## src/rtl/ahb_pkg.sv

```systemverilog
// Shared AHB-Lite encodings and the pipeline-state type used by the bridge
// master and slave front ends.
package ahb_pkg;

   localparam logic       HTRANS_IDLE   = 1'b0;
   localparam logic       HTRANS_NONSEQ = 1'b1;

   localparam logic [2:0] HSIZE_BYTE    = 3'd0;
   localparam logic [2:0] HSIZE_HALF    = 3'd1;
   localparam logic [2:0] HSIZE_WORD    = 3'd2;

   localparam logic       HRESP_OKAY    = 1'b0;
   localparam logic       HRESP_ERROR   = 1'b1;

   // {ap_valid, dp_valid}
   typedef enum logic [1:0] {
      PL_IDLE = 2'b00,
      PL_DATA = 2'b01,
      PL_ADDR = 2'b10,
      PL_PIPE = 2'b11
   } ahb_pipe_t;

endpackage

```

## src/rtl/ahb_master.sv

```systemverilog
// AHB-Lite initiator: turns valid/rd0_wr1 requests into pipelined NONSEQ
// transfers and reports read data, write completion and error status.
module ahb_master
   import ahb_pkg::*;
#(
   parameter int unsigned DATA_WIDTH = 32,
   parameter int unsigned ADDR_WIDTH = 32
) (
   input  logic                  i_clk_ahb,
   input  logic                  i_rst_ahb,
   input  logic                  i_valid,
   input  logic                  i_rd0_wr1,
   input  logic [ADDR_WIDTH-1:0] i_addr,
   input  logic [DATA_WIDTH-1:0] i_wr_data,
   input  logic [2:0]            i_size,
   output logic                  o_ready,
   output logic                  o_rd_valid,
   output logic [DATA_WIDTH-1:0] o_rd_data,
   output logic                  o_wr_done,
   output logic                  o_err,
   output logic                  o_htrans,
   output logic [ADDR_WIDTH-1:0] o_haddr,
   output logic                  o_hwrite,
   output logic [2:0]            o_hsize,
   output logic [DATA_WIDTH-1:0] o_hwdata,
   input  logic                  i_hready,
   input  logic                  i_hresp,
   input  logic [DATA_WIDTH-1:0] i_hrdata
);

   ahb_pipe_t             state_q;
   ahb_pipe_t             state_d;
   logic                  ap_valid;
   logic                  dp_valid;
   logic                  accept;
   logic                  ap_adv;
   logic                  dp_done;
   logic                  ap_next;
   logic                  dp_next;
   logic                  dp_write;
   logic [DATA_WIDTH-1:0] wr_shadow;

   always_ff @(posedge i_clk_ahb or posedge i_rst_ahb) begin
      if (i_rst_ahb) begin
         state_q <= PL_IDLE;
      end else begin
         state_q <= state_d;
      end
   end

   always_comb begin
      ap_valid = (state_q == PL_ADDR) || (state_q == PL_PIPE);
      dp_valid = (state_q == PL_DATA) || (state_q == PL_PIPE);
      o_ready  = !ap_valid || i_hready;
      accept   = i_valid && o_ready;
      ap_adv   = ap_valid && i_hready;
      dp_done  = dp_valid && i_hready;
      ap_next  = accept || (ap_valid && !ap_adv);
      // an advancing address phase refills the data phase as it drains
      dp_next  = ap_adv || (dp_valid && !dp_done);
      state_d  = PL_IDLE;
      case ({ap_next, dp_next})
         2'b00:   state_d = PL_IDLE;
         2'b01:   state_d = PL_DATA;
         2'b10:   state_d = PL_ADDR;
         default: state_d = PL_PIPE;
      endcase
   end

   always_ff @(posedge i_clk_ahb or posedge i_rst_ahb) begin
      if (i_rst_ahb) begin
         o_htrans   <= HTRANS_IDLE;
         o_haddr    <= '0;
         o_hwrite   <= 1'b0;
         o_hsize    <= '0;
         o_hwdata   <= '0;
         o_rd_valid <= 1'b0;
         o_rd_data  <= '0;
         o_wr_done  <= 1'b0;
         o_err      <= 1'b0;
         dp_write   <= 1'b0;
         wr_shadow  <= '0;
      end else begin
         o_rd_valid <= 1'b0;
         o_wr_done  <= 1'b0;
         o_err      <= 1'b0;

         if (accept) begin
            o_htrans  <= HTRANS_NONSEQ;
            o_haddr   <= i_addr;
            o_hwrite  <= i_rd0_wr1;
            o_hsize   <= i_size;
            wr_shadow <= i_wr_data;
         end else if (ap_adv) begin
            o_htrans  <= HTRANS_IDLE;
         end

         // shadow and hwrite still hold the advancing transfer here
         if (ap_adv) begin
            dp_write <= o_hwrite;
            if (o_hwrite) begin
               o_hwdata <= wr_shadow;
            end
         end

         if (dp_done) begin
            o_rd_valid <= !dp_write;
            o_wr_done  <= dp_write;
            o_err      <= (i_hresp == HRESP_ERROR);
            if (!dp_write) begin
               o_rd_data <= i_hrdata;
            end
         end
      end
   end

endmodule
```

## config.mk

```make
export PLATFORM = sky130hd
export DESIGN_NAME = ahb_master
export DESIGN_NICKNAME = d
export VERILOG_FILES = /design/src/rtl/ahb_pkg.sv /design/src/rtl/ahb_master.sv
export SDC_FILE = /design/constraint.sdc
export NUM_CORES = 1
export LEC_CHECK = 0
export CAP_MARGIN = 20
export CORE_MARGIN = 1.5
export CORE_UTILIZATION = 45
export DETAILED_ROUTE_END_ITERATION = 10
export PLACE_DENSITY = 0.9
export SETUP_SLACK_MARGIN = 0.15
export SYNTH_ARGS = -nofsm -noshare
export SYNTH_HDL_FRONTEND = slang
export SYNTH_SLANG_ARGS = --single-unit
export TNS_END_PERCENT = 1
```

## constraint.sdc

```tcl
create_clock -name i_clk_ahb -period 13 [get_ports i_clk_ahb]
set_input_delay 2.6 -clock i_clk_ahb [delete_from_list [all_inputs] [get_ports i_clk_ahb]]
set_output_delay 2.6 -clock i_clk_ahb [all_outputs]
set_load 0.005 [all_outputs]
```

== Word-level counts from Yosys, hierarchy flattened ==
Cells that the tools add are included.

* Register bits: 139
* Input port bits: 105
* Output and inout port bits: 105

* Eq/ne operators: 5
* Muxes and demuxes: 6
* Bitwise logic cells: 1
* Reduce and logical (&&, ||, !) cells: 18

{| class="wikitable"
|+ Operators with widths
! kind !! count
|-
| 2-bit == test, second input constant || 3
|-
| 2-bit one-hot mux with 3 select lines || 1
|-
| 1-bit logical AND || 5
|-
| 1-bit logical OR || 5
|-
| 1-bit two-way mux || 5
|-
| 2-bit by 1-bit == test with 1-bit output, second input constant || 2
|-
| 1-bit logical NOT || 4
|-
| 2-bit AND reduction || 2
|-
| 2-bit logical NOT || 1
|-
| 2-bit nonzero test || 1
|-
| 1-bit inverter || 1
|}

== Depth between registers and ports, before layout ==
* Depth after elaboration: 8
* Depth in mapped cells: 6

== Least setup slack after synthesis ==
No wires, ideal clock.

* Path kind: input port to output port
* Start point: input port i_hready
* End point: output port o_ready
* Arrival time: 2.879 ns
* Data required time: 10.400 ns
* Slack: 7.521 ns
* Stages on the path: 2
* Buffers on the path: 1
* Path through: buf_4 nand2b_4

* Longest elaborated chain between the ends: 1

{| class="wikitable"
|+ RTL lines
! what !! line !! text
|-
| start, declared || ahb_master.sv:26 || <nowiki>input logic i_hready,</nowiki>
|-
| 1-bit logical OR || ahb_master.sv:54 || <nowiki>o_ready = !ap_valid || i_hready;</nowiki>
|-
| end, declared || ahb_master.sv:16 || <nowiki>output logic o_ready,</nowiki>
|}

Every way passes these cells.

== Worst setup path after layout ==
Same ends and word-level chain as after synthesis.

==> results by group <==
Timing
  – Slew at the pin closest to its max-slew limit: ~1000 ps
  – Sum of negative setup slack: 0 ps
  – Max-slew violations: 0
  – Hold slack final: between 400 and 500 ps
  – Fmax: 153 MHz
  – Final setup violation count: 0
  – Total count of hold-check failures in the final report: 0
  – Period utilisation layout: 0.504
  – Fin Clk Skew: between 6 and 7 ps
  – Tmin final: ~6600 ps
  – Unrepaired setup endpoints after global routing: false
  – Worst slew margin: 0.304

Routing
  – Routed length on met1: roughly 4600 µm
  – Detailed-route vias per instance: 4.82
  – Top sig layer: met4
  – Overall via count from detail_route: between 3000 and 4000
  – Post-DRT Antenna Nets: 0
  – Final routed DRC violation total: 0
  – Detail Route met2 WL: roughly 6000 µm
  – Total length of routed wires: 11600 µm
  – Drt initial violations: about 110
  – Drt wl/cell: between 15 and 20 µm
  – Routed wire length on met3: 744 µm
  – Initial DRT Pass Iterations: 2

CTS
  – Number of CTS-inserted buffers: 17
  – Number of clock sinks seen by CTS: ~140
  – Cts-stage hold buffer count: 0
  – TritonCTS clock tree: built
  – Max Root-Sink Buffers: 2
  – Resized cells post-CTS: 0
  – Clock slew seen by the registers of the worst setup and hold paths: ~50 ps
  – Clock Latency Late Sink: between 400 and 500 ps
  – # H-tree levels: 4
  – Number of setup buffers added after CTS: 0
  – Clk Tree Root Cell: clkbuf_16

Cells and area
  – Fill count: between 700 and 800
  – Most frequent standard cell in the layout excluding fill and tap cells: clkdlybuf4s50_1
  – Antenna cell count: 0
  – FF/Latch Area: ~3500 µm²
  – Synth-to-layout area growth: 55.3%
  – Number of nets in the layout: between 600 and 700
  – Multi-input gate area: 1660 µm²
  – Highest-count cells in the layout ignoring fill and taps: clkdlybuf4s50_1, dfrtp_1, mux2_2
  – Fraction of layout instances using a drive strength above 1: 0.318

Global route
  – Largest net degree at the start of global routing: between 70 and 80
  – Wire length of the first global-routing pass: 18900 µm
  – Initial antenna violation count: 0
  – Via count of the first global-routing pass: between 3000 and 4000
  – Gr ovfl total: 0
  – Overall routing resource usage: 0.198

Floorplanning
  – Cell row count: 39
  – Area of the die: approximately 12000 µm²
  – Initial cell density of the core: 0.460
  – Die width: between 100 and 150 µm
  – DIE HEIGHT: 111 µm
  – Placeable core region: ~11000 µm²
  – Top Ports: 210

Power and ir drop
  – LEAKAGE: 0.00350 µW
  – Worst IR drop on VDD: 0.144 mV
  – PD cells: 185 nW/µm²

Place
  – Half-perimeter wire length of the detailed placement result: 8130 µm
  – Port buffer count: between 200 and 250
  – RD Place Congestion: between 0.7 and 0.8

Yosys
  – Post-synth net total: a little over 400
  – Synthesized area per cell: between 15 and 20 µm²
  – Share of synthesized area occupied by flip-flops and latches: 0.665
  – Post-synthesis simple-gate area fraction: 0.0127
  – Post-synthesis mux area share: 0.301
  – Cell variety after synth: 18
  – Post-synthesis compound-gate area fraction: 0.00191
  – Total number of yosys warnings: 0
  – Number of storage elements in the synthesis netlist: approximately 140
  – Synthesized netlist cell count: 302
  – Xor/xnor share of the synthesized area: 0
  – Combinational family with the most area after synthesis: multiplexers
  – Post-Synth Adder-Cell Area: 0
  – Synthesized cell area: about 5200 µm²

Min path
  – Hold WC Path Type: reg2reg
  – Hold worst-path end: wr_shadow[11]
  – Hold Path Depth: 1
  – Worst Hold Launch: wr_shadow[11]

Worst setup path
  – Worst setup startpoint: i_hready
  – Stage delay of the slowest cell on the critical path: ~640 ps
  – Crit-path max FO: 8
  – Nature of the critical path startpoint: primary input
  – Register-to-Register Setup Slack: between 10000 and 15000 ps
  – Count of cells along the worst register-to-register path: 3
  – Critical-path top delay cell: clkdlybuf4s50_1
  – Top cell family by delay on the critical path: buffers and inverters
  – End of the worst register-to-register path: wr_shadow[23]
  – Worst R2R Start: state_q[1]
  – WP data required: roughly 10000 ps
  – Data arrival, critical path: 3960 ps
  – Crit path buffers/inverters: 2
  – Series of cell instances along the critical path: clkdlybuf4s50_1 > nand2b_4 > clkdlybuf4s50_1
  – Path type of the worst setup path: in2out
  – Crit. End Element: output pin
  – Most frequent cell on the critical path: clkdlybuf4s50_1

Run
  – Number of violations of the max-capacitance limit: 0

Status
  – Result of the run: finished clean
[metal layers]
| layer | global-route usage | up-vias |
|---|---|---|
| met5 | 0 | - |
| met4 | 0.0855 | 0 |
| met3 | 0.0656 | 21 |
| met2 | 0.330 | 129 |
| met1 | 0.234 | 1614 |
| li1 | - | 1486 |
[sequential cells by signal, indices dropped and copies added (netlist names)]
name / cells
dp_write: 1
o_err: 1
o_haddr: 32
o_hsize: 3
o_htrans: 1
o_hwdata: 32
o_hwrite: 1
o_rd_data: 32
o_rd_valid: 1
o_wr_done: 1
state_q: 2
wr_shadow: 32
[cells in the mapped netlist, drive strengths merged]
cell	number	area (µm²)
a21oi	1	5.00
and3	2	12.5
buf	14	91.3
dfrtp	139	3480
inv	3	11.3
mux2	132	1560
mux2i	1	10.0
nand2	4	17.5
nand2b	2	20.0
nand3	1	5.00
nand3b	1	7.51
nor2	1	3.75
o21ai	1	5.00
[per-stage QoR]
| step | cells | power, µW | area (µm²) | setup WS, ps | util |
|---|---|---|---|---|---|
| floorplan | 302 | 720 | 5230 | 6680 | - |
| detailed placement | 642 | 965 | 7440 | 6450 | 0.654 |
| CTS | 674 | 1520 | 8120 | 6430 | 0.714 |
| global placement | 642 | 945 | 7440 | 6460 | 0.654 |
| finish | 674 | 1500 | 8120 | 6440 | 0.714 |
| global route | 674 | 1570 | 8120 | 6410 | 0.714 |
[how the worst max path moves through the flow]
| stage | to | slack (ps) | cells after the start |
|---|---|---|---|
| detailed placement | o_ready | 6450 | 3 |
| global placement | o_ready | 6460 | 3 |
| floorplan | dp_write | 6680 | 1 |
| finish | o_ready | 6440 | 3 |
| global route | o_ready | 6410 | 3 |
| CTS | o_ready | 6430 | 3 |
[layout make-up]
type | count | share of cell area
Inverter | 3 | 0.00200
Sequential cell | 139 | 0.428
Multi-Input combinational cell | 146 | 0.204
Clock buffer | 21 | 0.0579
Tap cell | 143 | 0.0220
Clock inverter | 11 | 0.0263
Timing Repair Buffer | 211 | 0.259
[cells by family (layout without fill, tap and decap cells)]
family                 Yosys count  after routing
flip-flops                     139            139
multiplexers                   133            133
AO/OA/AOI/OAI                    2              2
AND/OR/NAND/NOR                 11             11
buffers and inverters           17            246
[where the power goes]
group	internal [µW]	total [µW]	leakage [µW]	switching (µW)
sequential	536	590	0.00164	53.6
clock	375	547	0.000329	172
combinational	260	365	0.00154	105
No activity file was read; power rests on OpenSTA's default activity.
